<file path="src/rtl/k423_if_bpu_upd_ctrl.sv">
// Branch-predictor update scheduler: queues resolved EX outcomes, precomputes the
// new 2-bit PHT counter, and drains one update per cycle around fetch lookups.
`ifndef CORE_ADDR_W
`define CORE_ADDR_W 32
`endif

module k423_if_bpu_upd_ctrl #(
   parameter int UPD_DEPTH = 4,
   parameter int MAX_DEFER = 3,
   parameter int ADDR_W    = `CORE_ADDR_W
) (
   input  logic              clk_i,
   input  logic              rst_n_i,
   input  logic              ex_upd_vld_i,
   output logic              ex_upd_rdy_o,
   input  logic              ex_upd_tkn_i,
   input  logic [ADDR_W-1:0] ex_upd_pc_i,
   input  logic [1:0]        ex_upd_sat_cnt_i,
   input  logic              prd_act_i,
   input  logic              flush_i,
   output logic              upd_vld_o,
   output logic              upd_tkn_o,
   output logic [ADDR_W-1:0] upd_src_pc_o,
   output logic [1:0]        upd_sat_cnt_o,
   output logic              busy_o
);

   localparam int PTR_W = (UPD_DEPTH > 1) ? $clog2(UPD_DEPTH) : 1;
   localparam int DEF_W = $clog2(MAX_DEFER + 1) > 0 ? $clog2(MAX_DEFER + 1) : 1;
   localparam logic [DEF_W-1:0] MAX_DEF_C = DEF_W'(MAX_DEFER);
   localparam logic [PTR_W:0]   DEPTH_C   = (PTR_W + 1)'(UPD_DEPTH);

   typedef enum logic {
      ST_IDLE = 1'b0,
      ST_HOLD = 1'b1
   } state_t;

   state_t           state_reg, state_next;
   logic [PTR_W:0]   wr_ptr_reg, wr_ptr_next;
   logic [PTR_W:0]   rd_ptr_reg, rd_ptr_next;
   logic [DEF_W-1:0] defer_cnt_reg, defer_cnt_next;

   logic [ADDR_W-1:0] pc_mem  [UPD_DEPTH];
   logic              tkn_mem [UPD_DEPTH];
   logic [1:0]        cnt_mem [UPD_DEPTH];

   logic [PTR_W:0]   count;
   logic             empty;
   logic             full;
   logic [PTR_W-1:0] wr_idx;
   logic [PTR_W-1:0] rd_idx;
   logic [PTR_W-1:0] yng_idx;
   logic             enq;
   logic             drain;
   logic [1:0]       base_cnt;
   logic [1:0]       new_cnt;

   assign count   = wr_ptr_reg - rd_ptr_reg;
   assign empty   = (wr_ptr_reg == rd_ptr_reg);
   assign full    = (count == DEPTH_C);
   assign wr_idx  = wr_ptr_reg[PTR_W-1:0];
   assign rd_idx  = rd_ptr_reg[PTR_W-1:0];
   assign yng_idx = wr_idx - PTR_W'(1);

   assign ex_upd_rdy_o = !full && !flush_i;
   assign enq          = ex_upd_vld_i && ex_upd_rdy_o;

   // Same-PC chaining: a back-to-back update must build on the counter still in flight.
   always_comb begin
      base_cnt = ex_upd_sat_cnt_i;
      if (!empty && (pc_mem[yng_idx] == ex_upd_pc_i)) begin
         base_cnt = cnt_mem[yng_idx];
      end
   end

   always_comb begin
      new_cnt = base_cnt;
      if (ex_upd_tkn_i) begin
         if (base_cnt != 2'b11) new_cnt = base_cnt + 2'b01;
      end else begin
         if (base_cnt != 2'b00) new_cnt = base_cnt - 2'b01;
      end
   end

   assign drain = (state_reg == ST_HOLD) && !flush_i &&
                  (!prd_act_i || (defer_cnt_reg == MAX_DEF_C) || full);

   always_comb begin
      upd_vld_o     = drain;
      upd_tkn_o     = 1'b0;
      upd_src_pc_o  = '0;
      upd_sat_cnt_o = 2'b00;
      if (drain) begin
         upd_tkn_o     = tkn_mem[rd_idx];
         upd_src_pc_o  = pc_mem[rd_idx];
         upd_sat_cnt_o = cnt_mem[rd_idx];
      end
   end

   assign busy_o = (state_reg == ST_HOLD);

   always_comb begin
      state_next     = state_reg;
      wr_ptr_next    = wr_ptr_reg;
      rd_ptr_next    = rd_ptr_reg;
      defer_cnt_next = defer_cnt_reg;
      if (flush_i) begin
         state_next     = ST_IDLE;
         wr_ptr_next    = '0;
         rd_ptr_next    = '0;
         defer_cnt_next = '0;
      end else begin
         if (enq) wr_ptr_next = wr_ptr_reg + (PTR_W + 1)'(1);
         if (drain) rd_ptr_next = rd_ptr_reg + (PTR_W + 1)'(1);
         case (state_reg)
            ST_IDLE: begin
               defer_cnt_next = '0;
               if (enq) state_next = ST_HOLD;
            end
            ST_HOLD: begin
               if (drain) begin
                  defer_cnt_next = '0;
                  if ((count == (PTR_W + 1)'(1)) && !enq) state_next = ST_IDLE;
               end else if (defer_cnt_reg != MAX_DEF_C) begin
                  defer_cnt_next = defer_cnt_reg + DEF_W'(1);
               end
            end
            default: state_next = ST_IDLE;
         endcase
      end
   end

   always_ff @(posedge clk_i or negedge rst_n_i) begin
      if (!rst_n_i) begin
         state_reg     <= ST_IDLE;
         wr_ptr_reg    <= '0;
         rd_ptr_reg    <= '0;
         defer_cnt_reg <= '0;
      end else begin
         state_reg     <= state_next;
         wr_ptr_reg    <= wr_ptr_next;
         rd_ptr_reg    <= rd_ptr_next;
         defer_cnt_reg <= defer_cnt_next;
      end
   end

   // Payload is never read before being written, so it carries no reset.
   always_ff @(posedge clk_i) begin
      if (enq) begin
         pc_mem[wr_idx]  <= ex_upd_pc_i;
         tkn_mem[wr_idx] <= ex_upd_tkn_i;
         cnt_mem[wr_idx] <= new_cnt;
      end
   end

endmodule

</file>
<file path="config.mk">
export PLATFORM = sky130hd
export DESIGN_NAME = k423_if_bpu_upd_ctrl
export DESIGN_NICKNAME = d
export VERILOG_FILES = /design/src/rtl/k423_if_bpu_upd_ctrl.sv
export SDC_FILE = /design/constraint.sdc
export NUM_CORES = 1
export LEC_CHECK = 0
export ABC_AREA = 1
export BUFFER_PORTS_ARGS = -buffer_cell sky130_fd_sc_hd__clkbuf_2
export CAP_MARGIN = 10
export CORE_ASPECT_RATIO = 1.2
export CORE_MARGIN = 10
export CORE_UTILIZATION = 50
export DETAILED_ROUTE_END_ITERATION = 16
export PLACE_DENSITY_LB_ADDON = 0.2
export SLEW_MARGIN = 25
export SYNTH_ARGS = -nofsm -noshare
export SYNTH_HDL_FRONTEND = slang
export SYNTH_SLANG_ARGS = --single-unit
</file>
<file path="constraint.sdc">
create_clock -name clk_i -period 10.4 [get_ports clk_i]
set_input_delay 0.52 -clock clk_i [delete_from_list [all_inputs] [get_ports clk_i]]
set_output_delay 0.52 -clock clk_i [all_outputs]
set_load 0.005 [all_outputs]
</file>
== Yosys cells after proc, flatten, opt, wreduce, memory -nomap -nowiden ==
Memory sizes are Yosys's and may differ from the RTL's.
Cells that the tools add are included.
W data, S select, Z words.

* Add/sub/neg operators: 7
* Equality and inequality tests: 8
* Multiplexer cells: 21
* Bitwise operators: 1
* Reduce and logical (&&, ||, !) cells: 16

{| class="wikitable"
|+ Operator list
! kind !! count
|-
| $eq A32 B32 Y1 || 1
|-
| $mux W32 || 1
|-
| $mux W2 || 8
|-
| $mux W3 || 4
|-
| $add A3 B1 Y3 const B || 2
|-
| $logic_and A1 B1 Y1 || 6
|-
| $mux W1 || 6
|-
| $reduce_bool A2 Y1 || 3
|-
| $logic_not A1 Y1 || 5
|-
| $add A2 B1 Y2 const B || 2
|-
| $ne A2 B2 Y1 const B || 2
|-
| $ne A4 B3 Y1 const B || 1
|-
| $pmux W2 S2 || 1
|-
| $sub A2 B1 Y2 const B || 2
|-
| $eq A3 B1 Y1 const B || 1
|-
| $eq A3 B3 Y1 || 1
|-
| $eq A3 B3 Y1 const B || 1
|-
| $sub A3 B3 Y3 || 1
|-
| $eq A2 B2 Y1 const B || 1
|-
| $logic_or A1 B1 Y1 || 2
|-
| $pmux W1 S2 || 1
|-
| $not A1 Y1 || 1
|}

* Flip-flop bits (word level): 9
* Bits in writable memories: 140
* Word-level logic and storage cells: 60
* Memories: 3

{| class="wikitable"
|+ Memories
! memory !! depth !! bits a word !! read ports !! clocked after Yosys merged registers in !! wr ports !! line !! source
|-
| pc_mem || 4 || 32 || 2 || 0 || 1 || 43 || <nowiki>logic [ADDR_W-1:0] pc_mem [UPD_DEPTH];</nowiki>
|-
| cnt_mem || 4 || 2 || 2 || 0 || 1 || 45 || <nowiki>logic [1:0] cnt_mem [UPD_DEPTH];</nowiki>
|-
| tkn_mem || 4 || 1 || 1 || 0 || 1 || 44 || <nowiki>logic tkn_mem [UPD_DEPTH];</nowiki>
|}

== Depth between registers and ports, before layout ==
* Depth in word-level cells: 11
* Mapped depth: 21
* Mapped depth without buffers: 17

== Worst setup path before layout ==
Ideal clock, no wire load.

* Kind: register to register
* Start point: register wr_ptr_reg[0]
* End point: memory cnt_mem[3][0], enable pin
* Data arrival time: 3,384 ps
* Required time: 9,970 ps
* Path slack: 6,586 ps
* Stages on the path, launching flop included: 12
* Clock period less this slack: 3,814 ps
* Cells stage by stage: dfrtp_1 -> buf_6 -> inv_4 -> buf_2 -> ha_1 -> fa_1 -> xor2_1 -> nand3_1 -> nand2_1 -> inv_1 -> nand2_1 -> nor2_1

* Word-level cells in the longest chain between the ends: 7

{| class="wikitable"
|+ Ends and longest elaborated chain
! item !! line !! source
|-
| start, declared || 39 || <nowiki>logic [PTR_W:0] wr_ptr_reg, wr_ptr_next;</nowiki>
|-
| start signal, assigned || 141 || <nowiki>wr_ptr_reg <= wr_ptr_next;</nowiki>
|-
| $sub A3 B3 Y3 || 58 || <nowiki>assign count = wr_ptr_reg - rd_ptr_reg;</nowiki>
|-
| $eq A3 B3 Y1 || 60 || <nowiki>assign full = (count == DEPTH_C);</nowiki>
|-
| $logic_not A1 Y1 || 65 || <nowiki>assign ex_upd_rdy_o = !full && !flush_i;</nowiki>
|-
| $logic_and A1 B1 Y1 || 65 ||
|-
| via ex_upd_rdy_o || 15 || <nowiki>output logic ex_upd_rdy_o,</nowiki>
|-
| $logic_and A1 B1 Y1 || 66 || <nowiki>assign enq = ex_upd_vld_i && ex_upd_rdy_o;</nowiki>
|-
| $mux W1 || 149 || <nowiki>if (enq) begin</nowiki>
|-
| $mux W1 (not written as such) || 152 || <nowiki>cnt_mem[wr_idx] <= new_cnt;</nowiki>
|-
| end, declared || 45 ||
|}

The timed path passes the listed nets, and every way through them passes these cells.

== Final worst setup path ==
* Start point: register wr_ptr_reg[0]
* End point: output port upd_src_pc_o[11]

* Word-level cells in the longest chain between the ends: 5

{| class="wikitable"
|+ Ends and longest elaborated chain
! item !! line !! source
|-
| $sub A3 B3 Y3 || 58 ||
|-
| $eq A3 B3 Y1 || 60 ||
|-
| $logic_or A1 B1 Y1 || 86 || <nowiki>(!prd_act_i || (defer_cnt_reg == MAX_DEF_C) || full);</nowiki>
|-
| $logic_and A1 B1 Y1 || 85 || <nowiki>assign drain = (state_reg == ST_HOLD) && !flush_i &&</nowiki>
|-
| $mux W32 || 93 || <nowiki>if (drain) begin</nowiki>
|-
| end, declared || 23 || <nowiki>output logic [ADDR_W-1:0] upd_src_pc_o,</nowiki>
|}

Every way passes these cells.

==> impl_metrics.toml <==
[run_status]
status = "finished clean"

[cts]
cts-root-buf = "clkbuf_16"
cts_resized = 0
numCtsBuffers = 17
clkSinkCount = 149
cts_tree = "built"
clk_pin_slew_worst_paths_ns = 0.06
cts_buffer_depth = 2
worstSkewPairLatency_ns = 0.42
cts-htree-levels = 4

[pwr]
power.density_nw_per_um2 = 217
ir_worst_vdd_mv = 0.107
p_leak_nw = 3.63

[placed_design]
portBuffers = 77
placed_area_sq_um = 8340
place.gp.congestion = 0.824
placedCellCount = 1137
place_hpwl_microns = 12200
post-place-ws_ns = 6.18

[setup_path]
path_class = "flop to output port"
cp.arrival_ns = 4.14
crit_fanout = 73
crit_chain = "buf_4, inv_4, ha_1, fa_1, xor2_1, nand3_1, nand3b_1, inv_1, nor2_4, inv_2, a21oi_1, clkbuf_2"
worst_setup_path_start_kind = "flop"
required_ns = 9.88
cp-end-kind = "output port"
slowest_delay_ns = 0.60
slowest_stage = "buf_4"

[finish]
reg.largest.list = "pc_mem (128), cnt_mem (8), tkn_mem (4)"
fin_area_sq_um = 8920
largest_reg_flops = 128
drive_above_1_share_pct = 13.9
diodes = 0
largest-register = "pc_mem"
fin_nets = 998
finalNonFillerCells = 1169
area_delta_synth_final_pct = 14.3

[sta]
clock_skew_ns = 0.00922
fin_ws_ns = 5.74
rsz0062_at_grt = "false"
fmax_ghz = 0.214
min_period_ns = 4.66
hold_viol = 0
relSlewSlack_pct = 45.2
fin_tns_setup_ns = 0
post-route-period-util_pct = 44.9
finalSetupViolCount = 0
drv_slew = 0
holdWs_ns = 0.356
tightest_slew_ns = 0.822

[logic_synthesis]
synth_top_cell_area_share_pct = 53.8
yosysMostFrequentCell = "nand2_1"
ys.flop_type = "edfxtp_1"
yosysUniqueCellTypes = 33
yosysTopAreaCell = "edfxtp_1"
ys_top_cells_by_count = "nand2_1 (246), nor2_1 (160), edfxtp_1 (140)"
synth-async-reset-ratio_pct = 6.04
syn_avg_cell_area_sq_um = 8.80
synth-warning-count = 0
synth_edf_count = 140
synth_fp_nets = 937
yosysSeqAreaShare_pct = 56.7
ys_seq_elements = 149
synth_area_leaders = "edfxtp_1 (54%), nand2_1 (12%), nor2_1 (7.7%), nand3_1 (5.5%), o21ai_0 (4.8%)"
synth_area_sq_um = 7810
syn_inst = 888

[floorplan]
num_rows = 50
die_w_microns = 134
core_sq_um = 15500
die_area_sq_um = 21000
io_pins = 78
die_h_microns = 157
start_util_pct = 50.5

[detailed_routing]
firstDrtPassIters = 7
vias = 6286
wire_per_inst_microns = 17.2
postRouteAntennaNets = 0
routed_via_density = 5.38
drc = 0
drt-initial-drc-count = 619
drt_wl_total_microns = 20100

[job]
maxCapViolations = 0

[grt]
gr-total-overflow = 0
grt_max_degree = 74
first_global_vias = 6248
grt_usage_pct = 19.5
grt_pass1_wl_microns = 32400
antenna_found_initial = 0

[min_path]
min_path_type = "primary input to flop"
==> where the power goes <==
| part | internal, W | switching [W] | total [W] |
|---|---|---|---|
| Sequential | 0.000701 | 0.0000243 | 0.000726 |
| Combinational | 0.000185 | 0.000423 | 0.000608 |
| Clock | 0.000372 | 0.000232 | 0.000604 |
| Total | 0.00126 | 0.000680 | 0.00194 |
==> routing by layer <==
layer  global-route usage (%)  vias to the layer above  wire length [microns]
met5                        0                        -                      0
met4                     7.58                        0                    348
met3                     3.51                       28                    997
met2                     32.8                      203                  10100
met1                     24.4                     2950                   8680
li1                         -                     3105                      -
==> final timing paths <==
path,start,to,slack (ns),cells past startpoint
min in group asynchronous,rst_n_i,rd_ptr_reg[1]$_DFFE_PN0P_,0.49,2
worst min-delay path,ex_upd_pc_i[13],pc_mem[3][13]$_DFFE_PP_,0.36,1
max in group asynchronous,rst_n_i,wr_ptr_reg[0]$_DFFE_PN0P_,9.70,2
worst min register to register,defer_cnt_reg[0]$_DFFE_PN0P_,defer_cnt_reg[0]$_DFFE_PN0P_,0.43,1
worst max register to register,wr_ptr_reg[0]$_DFFE_PN0P_,pc_mem[3][7]$_DFFE_PP_,6.10,11
worst max-delay path,wr_ptr_reg[0]$_DFFE_PN0P_,upd_src_pc_o[11],5.74,12
==> logic make-up (layout without fill, tap and decap cells) <==
logic type	after synthesis	count (layout)	share of synthesized area, %
buf+inv	81	154	4.98
flops	149	149	56.7
mux	1	1	0.128
compound gates	124	124	8.22
simple gates	515	515	27.3
xor+xnor	9	9	1.11
fa+ha+maj	9	9	1.54
==> cell type report <==
cell class | instances | area (sq um)
well taps | 208 | 260
clock inverters | 11 | 135
flip-flops and latches | 149 | 4430
fillers | 1371 | 6530
inverters | 34 | 133
multi-input cells | 658 | 3020
repair buffers | 89 | 505
clock buffers | 20 | 437
==> timing repair <==
action | in CTS | in global routing
hold endpoints to repair | 9 | 0
buffers inserted | 0 | 0
hold buffers | 1 | 0
==> worst max-delay path: cells and delay by family, from the launching register on <==
kind                     cells  cell delay, ns
XOR/XNOR                     1            0.18
AO/OA/AOI/OAI                1            0.18
adder cells (fa/ha/maj)      2            0.75
buffers and inverters        5            1.94
AND/OR/NAND/NOR              3            0.24
flip-flops                   1            0.34
==> per-stage QoR <==
| step | power (W) | utilization, % |
|---|---|---|
| floorplan | 0.00118 | - |
| global placement | 0.00133 | 53.7 |
| detailed placement | 0.00134 | 54.0 |
| CTS | 0.00195 | 57.7 |
| global route | 0.00207 | 57.7 |
| finish | 0.00194 | 57.7 |
==> layout by cell type (no fill, tap or decap), drive strengths merged, types with 2 or more instances in the layout <==
cell and count:
a21oi 42, o21ai 78, clkinvlp 3, nand3b 14, clkbuf 97, edfxtp 140
nand2 248, xor2 8, dfrtp 9, inv 32, o211ai 2, buf 11
ha 8, nand3 89, bufinv 3, nor2 163, clkinv 7
Power figures use the tool's default switching activity.
